<file path="config.mk">
export PLATFORM = sky130hd
export DESIGN_NAME = coverfloat_vector_assembler_flat
export DESIGN_NICKNAME = d
export VERILOG_FILES = /design/src/rtl/coverfloat_pkg.sv /design/src/rtl/coverfloat_vector_assembler_if.sv /design/src/rtl/coverfloat_vec_check.sv /design/src/rtl/coverfloat_vector_assembler.sv /design/src/flat_wrapper.sv
export SDC_FILE = /design/constraint.sdc
export NUM_CORES = 2
export LEC_CHECK = 0
export ABC_AREA = 1
export BUFFER_PORTS_ARGS = -buffer_cell sky130_fd_sc_hd__buf_2
export CAP_MARGIN = 25
export CORE_ASPECT_RATIO = 0.9
export CORE_MARGIN = 2
export CORE_UTILIZATION = 49
export DETAILED_ROUTE_END_ITERATION = 10
export PLACE_DENSITY = 0.71
export SLEW_MARGIN = 20
export SYNTH_ARGS = -nofsm -noshare
export SYNTH_HDL_FRONTEND = slang
export SYNTH_SLANG_ARGS = --single-unit
</file>
<file path="constraint.sdc">
create_clock -name clk -period 6 [get_ports clk]
set_clock_uncertainty 0.05 [all_clocks]
set_input_delay 0.6 -clock clk [delete_from_list [all_inputs] [get_ports clk]]
set_output_delay 0.6 -clock clk [all_outputs]
set_load 0.03 [all_outputs]
</file>
<file path="src/rtl/coverfloat_pkg.sv">
// Shared constants, vector layout and helpers for the coverage collector front end.
package coverfloat_pkg;

  localparam int COVER_VECTOR_WIDTH = 801;
  localparam int COVER_VEC_NWORDS   = 26;
  localparam int COVER_VEC_PAD_W    = 32 * COVER_VEC_NWORDS - COVER_VECTOR_WIDTH;

  // Rounding modes
  localparam logic [7:0] ROUND_NEAR_EVEN   = 8'h00;
  localparam logic [7:0] ROUND_MINMAG      = 8'h01;
  localparam logic [7:0] ROUND_MIN         = 8'h02;
  localparam logic [7:0] ROUND_MAX         = 8'h03;
  localparam logic [7:0] ROUND_NEAR_MAXMAG = 8'h04;
  localparam logic [7:0] ROUND_ODD         = 8'h05;

  // Format codes
  localparam logic [7:0] FMT_HALF   = 8'h00;
  localparam logic [7:0] FMT_SINGLE = 8'h01;
  localparam logic [7:0] FMT_DOUBLE = 8'h02;
  localparam logic [7:0] FMT_QUAD   = 8'h03;
  localparam logic [7:0] FMT_BF16   = 8'h04;
  localparam logic [7:0] FMT_INT    = 8'h81;
  localparam logic [7:0] FMT_UINT   = 8'hC1;
  localparam logic [7:0] FMT_LONG   = 8'h82;
  localparam logic [7:0] FMT_ULONG  = 8'hC2;
  localparam logic [7:0] FMT_INVAL  = 8'hFF;

  // Field LSB offsets inside the packed vector
  localparam int OFF_OP       = 769;
  localparam int OFF_RM       = 761;
  localparam int OFF_A        = 633;
  localparam int OFF_B        = 505;
  localparam int OFF_C        = 377;
  localparam int OFF_OP_FMT   = 369;
  localparam int OFF_RES      = 241;
  localparam int OFF_RES_FMT  = 233;
  localparam int OFF_INT_SIGN = 232;
  localparam int OFF_INT_EXP  = 200;
  localparam int OFF_INT_SIG  = 8;
  localparam int OFF_FLAGS    = 0;

  // First member lands at the MSB end of the 801-bit vector
  typedef struct packed {
    logic [31:0]  op;
    logic [7:0]   rm;
    logic [127:0] a;
    logic [127:0] b;
    logic [127:0] c;
    logic [7:0]   op_fmt;
    logic [127:0] res;
    logic [7:0]   res_fmt;
    logic         int_sign;
    logic [31:0]  int_exp;
    logic [191:0] int_sig;
    logic [7:0]   flags;
  } cover_vec_t;

  typedef enum logic [0:0] {IDLE, COLLECT} asm_state_t;

  function automatic logic fmt_is_legal(input logic [7:0] fmt);
    case (fmt)
      FMT_HALF, FMT_SINGLE, FMT_DOUBLE, FMT_QUAD, FMT_BF16,
      FMT_INT, FMT_UINT, FMT_LONG, FMT_ULONG, FMT_INVAL: return 1'b1;
      default: return 1'b0;
    endcase
  endfunction

endpackage

</file>
<file path="src/rtl/coverfloat_vector_assembler_if.sv">
// Word-stream input and unpacked-vector output bundle of the assembler.
interface coverfloat_vector_assembler_if;
  logic         in_valid;
  logic         in_ready;
  logic [31:0]  in_word;
  logic         out_valid;
  logic         out_ready;
  logic [31:0]  out_op;
  logic [7:0]   out_rm;
  logic [127:0] out_a;
  logic [127:0] out_b;
  logic [127:0] out_c;
  logic [7:0]   out_op_fmt;
  logic [127:0] out_res;
  logic [7:0]   out_res_fmt;
  logic         out_int_sign;
  logic [31:0]  out_int_exp;
  logic [191:0] out_int_sig;
  logic [7:0]   out_flags;
  logic         out_err;
  logic         err_sticky;
  logic [31:0]  vec_count;

  // Assembler side
  modport master (
    input  in_valid, in_word, out_ready,
    output in_ready, out_valid, out_op, out_rm, out_a, out_b, out_c, out_op_fmt,
           out_res, out_res_fmt, out_int_sign, out_int_exp, out_int_sig, out_flags,
           out_err, err_sticky, vec_count
  );

  // Word source and coverpoint sampler side
  modport slave (
    output in_valid, in_word, out_ready,
    input  in_ready, out_valid, out_op, out_rm, out_a, out_b, out_c, out_op_fmt,
           out_res, out_res_fmt, out_int_sign, out_int_exp, out_int_sig, out_flags,
           out_err, err_sticky, vec_count
  );
endinterface

</file>
<file path="src/rtl/coverfloat_vec_check.sv">
// Combinational malformed-vector detector: padding, rounding mode and format codes.
module coverfloat_vec_check
  import coverfloat_pkg::*;
(
  input  cover_vec_t                 vec_i,
  input  logic [COVER_VEC_PAD_W-1:0] pad_i,
  output logic                       err_o
);

  // Payload fields carry no legality information
  logic unused_payload;
  assign unused_payload = ^{vec_i.op, vec_i.a, vec_i.b, vec_i.c, vec_i.res, vec_i.int_sign,
                            vec_i.int_exp, vec_i.int_sig, vec_i.flags};

  // Any single violation marks the whole vector malformed
  always_comb begin
    err_o = 1'b0;
    if (|pad_i)                       err_o = 1'b1;
    if (vec_i.rm > ROUND_ODD)         err_o = 1'b1;
    if (!fmt_is_legal(vec_i.op_fmt))  err_o = 1'b1;
    if (!fmt_is_legal(vec_i.res_fmt)) err_o = 1'b1;
  end

endmodule

</file>
<file path="src/rtl/coverfloat_vector_assembler.sv">
// Reassembles 26-word streams into 801-bit coverage vectors and presents
// the unpacked fields through a one-entry valid/ready output register.
module coverfloat_vector_assembler
  import coverfloat_pkg::*;
#(
  parameter int WORD_W = 32,
  parameter int VEC_W  = COVER_VECTOR_WIDTH,
  parameter int NWORDS = COVER_VEC_NWORDS
) (
  input  logic                           clk,
  input  logic                           reset,
  input  logic                           flush,
  coverfloat_vector_assembler_if.master bus
);

  localparam int          BUF_W = (NWORDS - 1) * WORD_W;
  localparam logic [4:0]  LAST  = 5'(NWORDS - 1);

  asm_state_t        state_q, state_d;
  logic [4:0]        wcnt_q, wcnt_d;
  logic [WORD_W-1:0] slice_q [NWORDS-1];
  logic [BUF_W-1:0]  asm_vec;
  cover_vec_t        full_vec;
  cover_vec_t        vec_q;
  logic              out_valid_q, out_err_q, err_sticky_q;
  logic [31:0]       vec_count_q;
  logic              accept, drain, transfer, chk_err;

  // Only the final word can stall, and only while the held vector is not draining
  assign bus.in_ready = !((wcnt_q == LAST) && out_valid_q && !bus.out_ready);
  assign accept       = bus.in_valid && bus.in_ready && !flush;
  assign drain        = out_valid_q && bus.out_ready;

  // Words 0..24 are buffered; word 25 bypasses straight into the output register
  generate
    for (genvar gi = 0; gi < NWORDS - 1; gi++) begin : g_flatten
      assign asm_vec[gi*WORD_W +: WORD_W] = slice_q[gi];
    end
  endgenerate

  assign full_vec = cover_vec_t'({bus.in_word[0], asm_vec[VEC_W-2:0]});

  coverfloat_vec_check u_check (
    .vec_i (full_vec),
    .pad_i (bus.in_word[WORD_W-1:1]),
    .err_o (chk_err)
  );

  // Collector state register
  always_ff @(posedge clk) begin
    if (reset) begin
      state_q <= IDLE;
      wcnt_q  <= 5'd0;
    end else begin
      state_q <= state_d;
      wcnt_q  <= wcnt_d;
    end
  end

  // Collector next state; flush wins over any word offered in the same cycle
  always_comb begin
    state_d  = state_q;
    wcnt_d   = wcnt_q;
    transfer = 1'b0;
    if (flush) begin
      state_d = IDLE;
      wcnt_d  = 5'd0;
    end else if (accept) begin
      case (state_q)
        IDLE: begin
          state_d = COLLECT;
          wcnt_d  = 5'd1;
        end
        COLLECT: begin
          if (wcnt_q == LAST) begin
            state_d  = IDLE;
            wcnt_d   = 5'd0;
            transfer = 1'b1;
          end else begin
            wcnt_d = wcnt_q + 5'd1;
          end
        end
        default: begin
          state_d = IDLE;
          wcnt_d  = 5'd0;
        end
      endcase
    end
  end

  // Word buffer; stale contents are harmless since every slice is rewritten per vector
  always_ff @(posedge clk) begin
    if (!reset && accept && (wcnt_q != LAST)) begin
      slice_q[wcnt_q] <= bus.in_word;
    end
  end

  // Output register, error flags and delivery counter
  always_ff @(posedge clk) begin
    if (reset) begin
      out_valid_q  <= 1'b0;
      out_err_q    <= 1'b0;
      err_sticky_q <= 1'b0;
      vec_count_q  <= 32'd0;
      vec_q        <= '0;
    end else begin
      if (transfer) begin
        out_valid_q  <= 1'b1;
        vec_q        <= full_vec;
        out_err_q    <= chk_err;
        err_sticky_q <= err_sticky_q | chk_err;
      end else if (drain) begin
        out_valid_q <= 1'b0;
      end
      if (drain) begin
        vec_count_q <= vec_count_q + 32'd1;
      end
    end
  end

  assign bus.out_valid    = out_valid_q;
  assign bus.out_err      = out_err_q;
  assign bus.err_sticky   = err_sticky_q;
  assign bus.vec_count    = vec_count_q;
  assign bus.out_op       = vec_q.op;
  assign bus.out_rm       = vec_q.rm;
  assign bus.out_a        = vec_q.a;
  assign bus.out_b        = vec_q.b;
  assign bus.out_c        = vec_q.c;
  assign bus.out_op_fmt   = vec_q.op_fmt;
  assign bus.out_res      = vec_q.res;
  assign bus.out_res_fmt  = vec_q.res_fmt;
  assign bus.out_int_sign = vec_q.int_sign;
  assign bus.out_int_exp  = vec_q.int_exp;
  assign bus.out_int_sig  = vec_q.int_sig;
  assign bus.out_flags    = vec_q.flags;

endmodule

</file>
<file path="src/flat_wrapper.sv">
// flat-port wrapper written by rule: the top's interface ports become plain ports
module coverfloat_vector_assembler_flat import coverfloat_pkg::*;
#(
  parameter int WORD_W = 32,
  parameter int VEC_W  = COVER_VECTOR_WIDTH,
  parameter int NWORDS = COVER_VEC_NWORDS
)
  (clk, reset, flush, bus_in_valid, bus_in_word, bus_out_ready, bus_in_ready, bus_out_valid, bus_out_op, bus_out_rm, bus_out_a, bus_out_b, bus_out_c, bus_out_op_fmt, bus_out_res, bus_out_res_fmt, bus_out_int_sign, bus_out_int_exp, bus_out_int_sig, bus_out_flags, bus_out_err, bus_err_sticky, bus_vec_count);
  coverfloat_vector_assembler_if bus_i ();
  input  logic clk;
  input  logic reset;
  input  logic flush;
  input wire logic [$bits(bus_i.in_valid)-1:0] bus_in_valid;
  input wire logic [$bits(bus_i.in_word)-1:0] bus_in_word;
  input wire logic [$bits(bus_i.out_ready)-1:0] bus_out_ready;
  output wire logic [$bits(bus_i.in_ready)-1:0] bus_in_ready;
  output wire logic [$bits(bus_i.out_valid)-1:0] bus_out_valid;
  output wire logic [$bits(bus_i.out_op)-1:0] bus_out_op;
  output wire logic [$bits(bus_i.out_rm)-1:0] bus_out_rm;
  output wire logic [$bits(bus_i.out_a)-1:0] bus_out_a;
  output wire logic [$bits(bus_i.out_b)-1:0] bus_out_b;
  output wire logic [$bits(bus_i.out_c)-1:0] bus_out_c;
  output wire logic [$bits(bus_i.out_op_fmt)-1:0] bus_out_op_fmt;
  output wire logic [$bits(bus_i.out_res)-1:0] bus_out_res;
  output wire logic [$bits(bus_i.out_res_fmt)-1:0] bus_out_res_fmt;
  output wire logic [$bits(bus_i.out_int_sign)-1:0] bus_out_int_sign;
  output wire logic [$bits(bus_i.out_int_exp)-1:0] bus_out_int_exp;
  output wire logic [$bits(bus_i.out_int_sig)-1:0] bus_out_int_sig;
  output wire logic [$bits(bus_i.out_flags)-1:0] bus_out_flags;
  output wire logic [$bits(bus_i.out_err)-1:0] bus_out_err;
  output wire logic [$bits(bus_i.err_sticky)-1:0] bus_err_sticky;
  output wire logic [$bits(bus_i.vec_count)-1:0] bus_vec_count;
  assign bus_i.in_valid = bus_in_valid;
  assign bus_i.in_word = bus_in_word;
  assign bus_i.out_ready = bus_out_ready;
  assign bus_in_ready = bus_i.in_ready;
  assign bus_out_valid = bus_i.out_valid;
  assign bus_out_op = bus_i.out_op;
  assign bus_out_rm = bus_i.out_rm;
  assign bus_out_a = bus_i.out_a;
  assign bus_out_b = bus_i.out_b;
  assign bus_out_c = bus_i.out_c;
  assign bus_out_op_fmt = bus_i.out_op_fmt;
  assign bus_out_res = bus_i.out_res;
  assign bus_out_res_fmt = bus_i.out_res_fmt;
  assign bus_out_int_sign = bus_i.out_int_sign;
  assign bus_out_int_exp = bus_i.out_int_exp;
  assign bus_out_int_sig = bus_i.out_int_sig;
  assign bus_out_flags = bus_i.out_flags;
  assign bus_out_err = bus_i.out_err;
  assign bus_err_sticky = bus_i.err_sticky;
  assign bus_vec_count = bus_i.vec_count;
  coverfloat_vector_assembler #(.WORD_W(WORD_W), .VEC_W(VEC_W), .NWORDS(NWORDS)) u_core (.clk(clk), .reset(reset), .flush(flush), .bus(bus_i));
endmodule
</file>
* Word-level counts from Yosys, hierarchy flattened
Memory sizes are Yosys's and may differ from the RTL's. A register that Yosys moved wholly into a read port is not among the register bits.
Cells that the tools add are included.
** Word-level totals
- Bits in registers :: 514
- RAM bits :: 800
- Input port bits :: 37
- Word-level logic and storage cells :: 77
- Memories kept :: 1
** Operators by class
- Add/sub/neg operators :: 2
- Order comparisons :: 1
- Eq/ne operators :: 20
- Muxes and demuxes :: 18
- Bitwise logic cells :: 2
- Reduce and logical (&&, ||, !) cells :: 18
** Memories
- u_core.slice_q :: depth 25, bits a word 32, read ports 25, clocked after Yosys merged registers in 21, write ports 1, RTL line coverfloat_vector_assembler.sv:21 : logic [WORD_W-1:0] slice_q [NWORDS-1];
** Operators with widths (count)
- $eq 8x8->1 const B :: 10
- $add 32x1->32 const B :: 1
- $eq 8x2->1 const B :: 4
- $reduce_or 31->1 :: 1
- $reduce_or 10->1 :: 2
- $eq 8x1->1 const B :: 2
- $eq 8x3->1 const B :: 2
- $logic_not 8->1 :: 2
- $mux 1 :: 15
- $pmux 5 s2 :: 1
- $gt 8x3->1 const B :: 1
- $logic_and 1x1->1 :: 7
- $add 5x1->5 const B :: 1
- $eq 5x5->1 const B :: 1
- $mux 5 :: 1
- $ne 5x5->1 const B :: 1
- $logic_not 1->1 :: 4
- $pmux 1 s2 :: 1
- $reduce_bool 2->1 :: 1
- $reduce_or 2->1 :: 1
- $not 1->1 :: 1
- $or 1x1->1 :: 1

* Depth between registers and ports, before layout
- Depth in word-level cells :: 10
- Depth in mapped cells :: 14
- Mapped depth without buffers :: 9

* Cells and area by module
Synthesis repeated with hierarchy kept, for this count alone.
** Unflattened totals
- Cells, all modules :: 4746
- Area total of the unflattened synthesis :: 54456.0 µm²
** Modules (own cells, without submodules)
- coverfloat_vector_assembler :: instances 1, cells an instance 4674, area each 54159.4 µm²
- coverfloat_vec_check :: instances 1, cells an instance 72, area each 296.5 µm²

* Worst setup path after synthesis
No wires, ideal clock.
- Kind :: input -> register
- Start point :: in reset
- End point :: mem u_core.slice_q[0][0] (enable)
- Arrival time :: 2.704 ns
- Data required time :: 5.529 ns
- Setup slack :: 2.825 ns
- Stages on the path :: 6
- Buffers on the path :: 1
- Path through :: clkbuf_1 nor2_1 nand3_1 inv_1 nand2_1 nor2_1
** On the way
- Cells in the longest elaborated chain, start to end :: 5
** Ends and longest elaborated chain
- start, declared :: RTL line flat_wrapper.sv:11 : input logic reset;
- $logic_not 1->1 :: RTL line coverfloat_vector_assembler.sv:93 : if (!reset && accept && (wcnt_q != LAST)) begin
- $logic_and 1x1->1 (2 in a row) :: RTL line coverfloat_vector_assembler.sv:93
- $mux 1 :: RTL line coverfloat_vector_assembler.sv:93
- $mux 1 (not written as such) :: RTL line coverfloat_vector_assembler.sv:94 : slice_q[wcnt_q] <= bus.in_word;
- end, declared :: RTL line coverfloat_vector_assembler.sv:21
No other way between the ends.

* Worst setup path in the final report
- Start point :: reg u_core.wcnt_q[3]
- End point :: reg, netlist name bus_out_res[81]
** On the way
- Cells in the longest elaborated chain, start to end :: 8
- Elaborated cells on any way between the ends :: 10
** Ends and longest elaborated chain
- start, declared :: RTL line coverfloat_vector_assembler.sv:20 : logic [4:0] wcnt_q, wcnt_d;
- start signal, assigned :: RTL line coverfloat_vector_assembler.sv:56 : wcnt_q <= wcnt_d;
- $eq 5x5->1 (*) :: RTL line coverfloat_vector_assembler.sv:30, coverfloat_vector_assembler.sv:75
- $logic_and 1x1->1 (2 in a row) :: RTL line coverfloat_vector_assembler.sv:30 : assign bus.in_ready = !((wcnt_q == LAST) && out_valid_q && !bus.out_ready);
- $logic_not 1->1 :: RTL line coverfloat_vector_assembler.sv:30
- $logic_and 1x1->1 (2 in a row) :: RTL line coverfloat_vector_assembler.sv:31 : assign accept = bus.in_valid && bus.in_ready && !flush;
- $mux 1 (*) :: RTL line coverfloat_vector_assembler.sv:68 : end else if (accept) begin
- $mux 1 (*) :: RTL line coverfloat_vector_assembler.sv:65 : if (flush) begin
Every way passes the cells marked *; elsewhere a longest branch is shown, timed or not.
A chain may end at the register's enable or synchronous reset.

==> results.cfg <==
[worst_setup_path]
cp_top_family = buffers and inverters
worstSetupPathType = reg2reg
start_kind = flop
worstPathArrival_ps = 4450
cp_max_fo = 237
crit_path_cell_trace = inv_2 > nor3_4 > nand3_2 > nand2_2 > inv_2 > nand2_4 > buf_12 > buf_4 > o21ai_0 > nor2_1
critPathCaptureType = flop
crit_path_max_incr_delay_ps = 690
cp_num_buf_inv = 4
crit_slowest_cell = buf_4
ff2ff_setup_slack_ps = 2220
crit_required_ps = 6670
crit_path_frequent_cell = inv_2

[logic_synthesis]
ys.flop_type = dfxtp_1
async_reset_ff_frac = 0
synth_cell_types = 30
yosysWarningCount = 0
syn-mean-instance-area_um2 = 11.9
synth-seq-area-share = 0.736
synth_nets = 4727
synth_enable_flop_cells = 800
ys_ff_latch = 1642
syn_area_um2 = 55600
postSynthCellCount = 4685

[clocking]
clk_path_buf_depth = 3
cts_hold_buf = 0
path_clk_slew_ps = 60
clock_latency_ps = 800
cts.repair.resized = 0
cts.sinks = 1642
cts_setup_buffers = 0
root_buffer = clkbuf_16
htreeDepth = 4
cts_buffers = 158
cts_tree = yes

[sta]
slew_violations = 0
setup_viol = 0
fin_hold_ws_ps = 114
rsz0062_at_grt = false
fin_crit_sh = 0.630
timing.slew.headroom = 0.0702
timing.fmax_mhz = 264
setup-tns-final_ps = 0
max_slew.worst_pin.slew_ps = 1390
finalHoldViolCount = 0
finalCriticalPeriod_ps = 3780

[power_and_ir_drop]
seq_power_share = 0.528
p_leak_nw = 25.6
ir_worst_vdd_uv = 281
combPwrFrac = 0.023
p_clk_frac = 0.448
power.switching_mw = 4.72
cellPowerDensity_nw_per_um2 = 335
intPower_mw = 17.5
p_sw_frac = 0.212

[floorplanning]
die_w_um = 359
die_y_um = 323
rows = 117
core-area_um2 = 113000
io_pins = 874
initial_utilization = 0.493
dieArea_um2 = 116000

[finish]
fill_cells = 9180
final_nets = 5574
final_cell_mix = nor2_1 (1,209), buf_2 (873), dfxtp_1 (842)
drive_gt1_frac = 0.303
syn2layout_area_growth_pct = 19.6
final_common_cell = nor2_1

[global_routing]
top_usage_layer = met2
grt_usage = 0.287
grt_pass1_vias = 35000
grt_use_met1 = 0.359
grtUsageMet2 = 0.464
grt_pass1_wl_mm = 241
antenna_found_initial = 21
grt.overflow.total = 0
grt_max_degree = 238
grt_use_met3 = 0.0747

[routing]
wl_per_cell_um = 24.1
dr_total_vias = 38000
drtIter0Drc = 4463
first_pass_iters = 5
postRouteAntennaNets = 0
drt-vias-per-instance = 5.30
route.detailed.drc = 0
routed_wl_mm = 173

[worst_hold_path]
hold_path_class = in2reg

[place]
dp_hpwl_mm = 101
globalplace.congestion = 0.880
port_buffers = 873

[run_status]
status = completed

[flow_run]
maxCapViolations = 0
-- cells in the mapped netlist, types with 2 or more instances --
library cell,instances,area (µm²)
nor2_1,1233,4630
dfxtp_1,842,16900
inv_2,4,15.0
inv_1,47,176
clkbuf_1,153,574
buf_4,7,52.6
buf_12,5,100
nand4_1,9,56.3
buf_6,23,259
buf_2,43,215
a21oi_1,24,120
nor2_2,480,3000
a211oi_1,2,15.0
ha_1,5,62.6
xor2_1,8,70.1
nand2_1,88,330
nand2_2,2,12.5
nor3_1,12,60.1
nand3_1,25,125
edfxtp_1,800,24000
xnor2_1,3,26.3
o21ai_0,823,4120
buf_8,40,601
-- path summary, 6_finish.rpt --
check                           from                   end  cells past startpoint
hold / removal         bus_out_ready  u_core.bus.out_valid                      4
setup / recovery    u_core.wcnt_q[3]       bus_out_res[81]                     10
setup reg to reg    u_core.wcnt_q[3]       bus_out_res[81]                     10
hold reg to reg   u_core.bus.out_err    u_core.bus.out_err                      2
-- final cells by class --
cell class / count / area, µm² / area share
multi-input cells: 2720 / 12900 / 0.194
diodes: 9 / 22.5 / 0.000339
flip-flops and latches: 1642 / 40900 / 0.615
inverters: 51 / 206 / 0.00311
clock buffers: 223 / 4510 / 0.0679
clock inverters: 75 / 707 / 0.0106
repair buffers: 959 / 5410 / 0.0814
well taps: 1487 / 1860 / 0.0280
-- cell families (layout without fill, tap and decap cells) --
logic type	count (synthesis)	in the layout	synth area share
AO/OA/AOI/OAI	851	851	0.0769
XOR/XNOR	11	11	0.00173
adder cells (fa/ha/maj)	5	5	0.00113
buffers and inverters	323	1308	0.0359
flip-flops	1642	1642	0.736
other	0	9	0
AND/OR/NAND/NOR	1853	1853	0.149
-- metal layers --
metal  up-vias  wire length [µm]
met5         -                 0
met1     18400             66700
met4         0              8470
li1      17400                 -
met2      1771             82300
met3       383             15600
-- worst min-delay path, delay by kind of cell --
family	cells	cell delay, ps
and+or+nand+nor	3	210
buffers and inverters	1	90
-- through the flow --
step | utilization | instance area [µm²] | total power, mW | worst slack [ps] | cells
3_5_place_dp | 0.542 | 61100 | 12.5 | 2380 | 6852
4_1_cts | 0.588 | 66300 | 22.3 | 2580 | 7150
3_3_place_gp | 0.539 | 60800 | 12.5 | 2200 | 6840
6_report | 0.590 | 66500 | 22.2 | 2220 | 7166
2_1_floorplan | - | 55600 | 12.2 | 2820 | 4685
5_1_grt | 0.589 | 66400 | 22.8 | 2230 | 7158
-- power groups by stage --
stage / logic (mW) / registers, mW / clock network, mW
4_1_cts: 0.512 / 11.8 / 10.1
5_1_grt: 0.546 / 11.7 / 10.5
3_5_place_dp: 0.510 / 12.0 / 0
6_report: 0.514 / 11.7 / 9.97
2_1_floorplan: 0.180 / 12.0 / 0
3_3_place_gp: 0.503 / 12.0 / 0
-- flip-flops by register name, indices dropped and copies added (netlist names), 5 cells and up --
| register | cells |
|---|---|
| u_core.wcnt_q | 5 |
| bus_out_res_fmt | 8 |
| u_core.bus.vec_count | 32 |
| bus_out_op_fmt | 8 |
| bus_out_rm | 8 |
| bus_out_int_sig | 192 |
| bus_out_int_exp | 32 |
| u_core.slice_q | 800 |
| bus_out_a | 128 |
| bus_out_b | 128 |
| bus_out_res | 128 |
| bus_out_flags | 8 |
| bus_out_c | 128 |
| bus_out_op | 31 |
No activity file was read; power rests on OpenSTA's default activity.
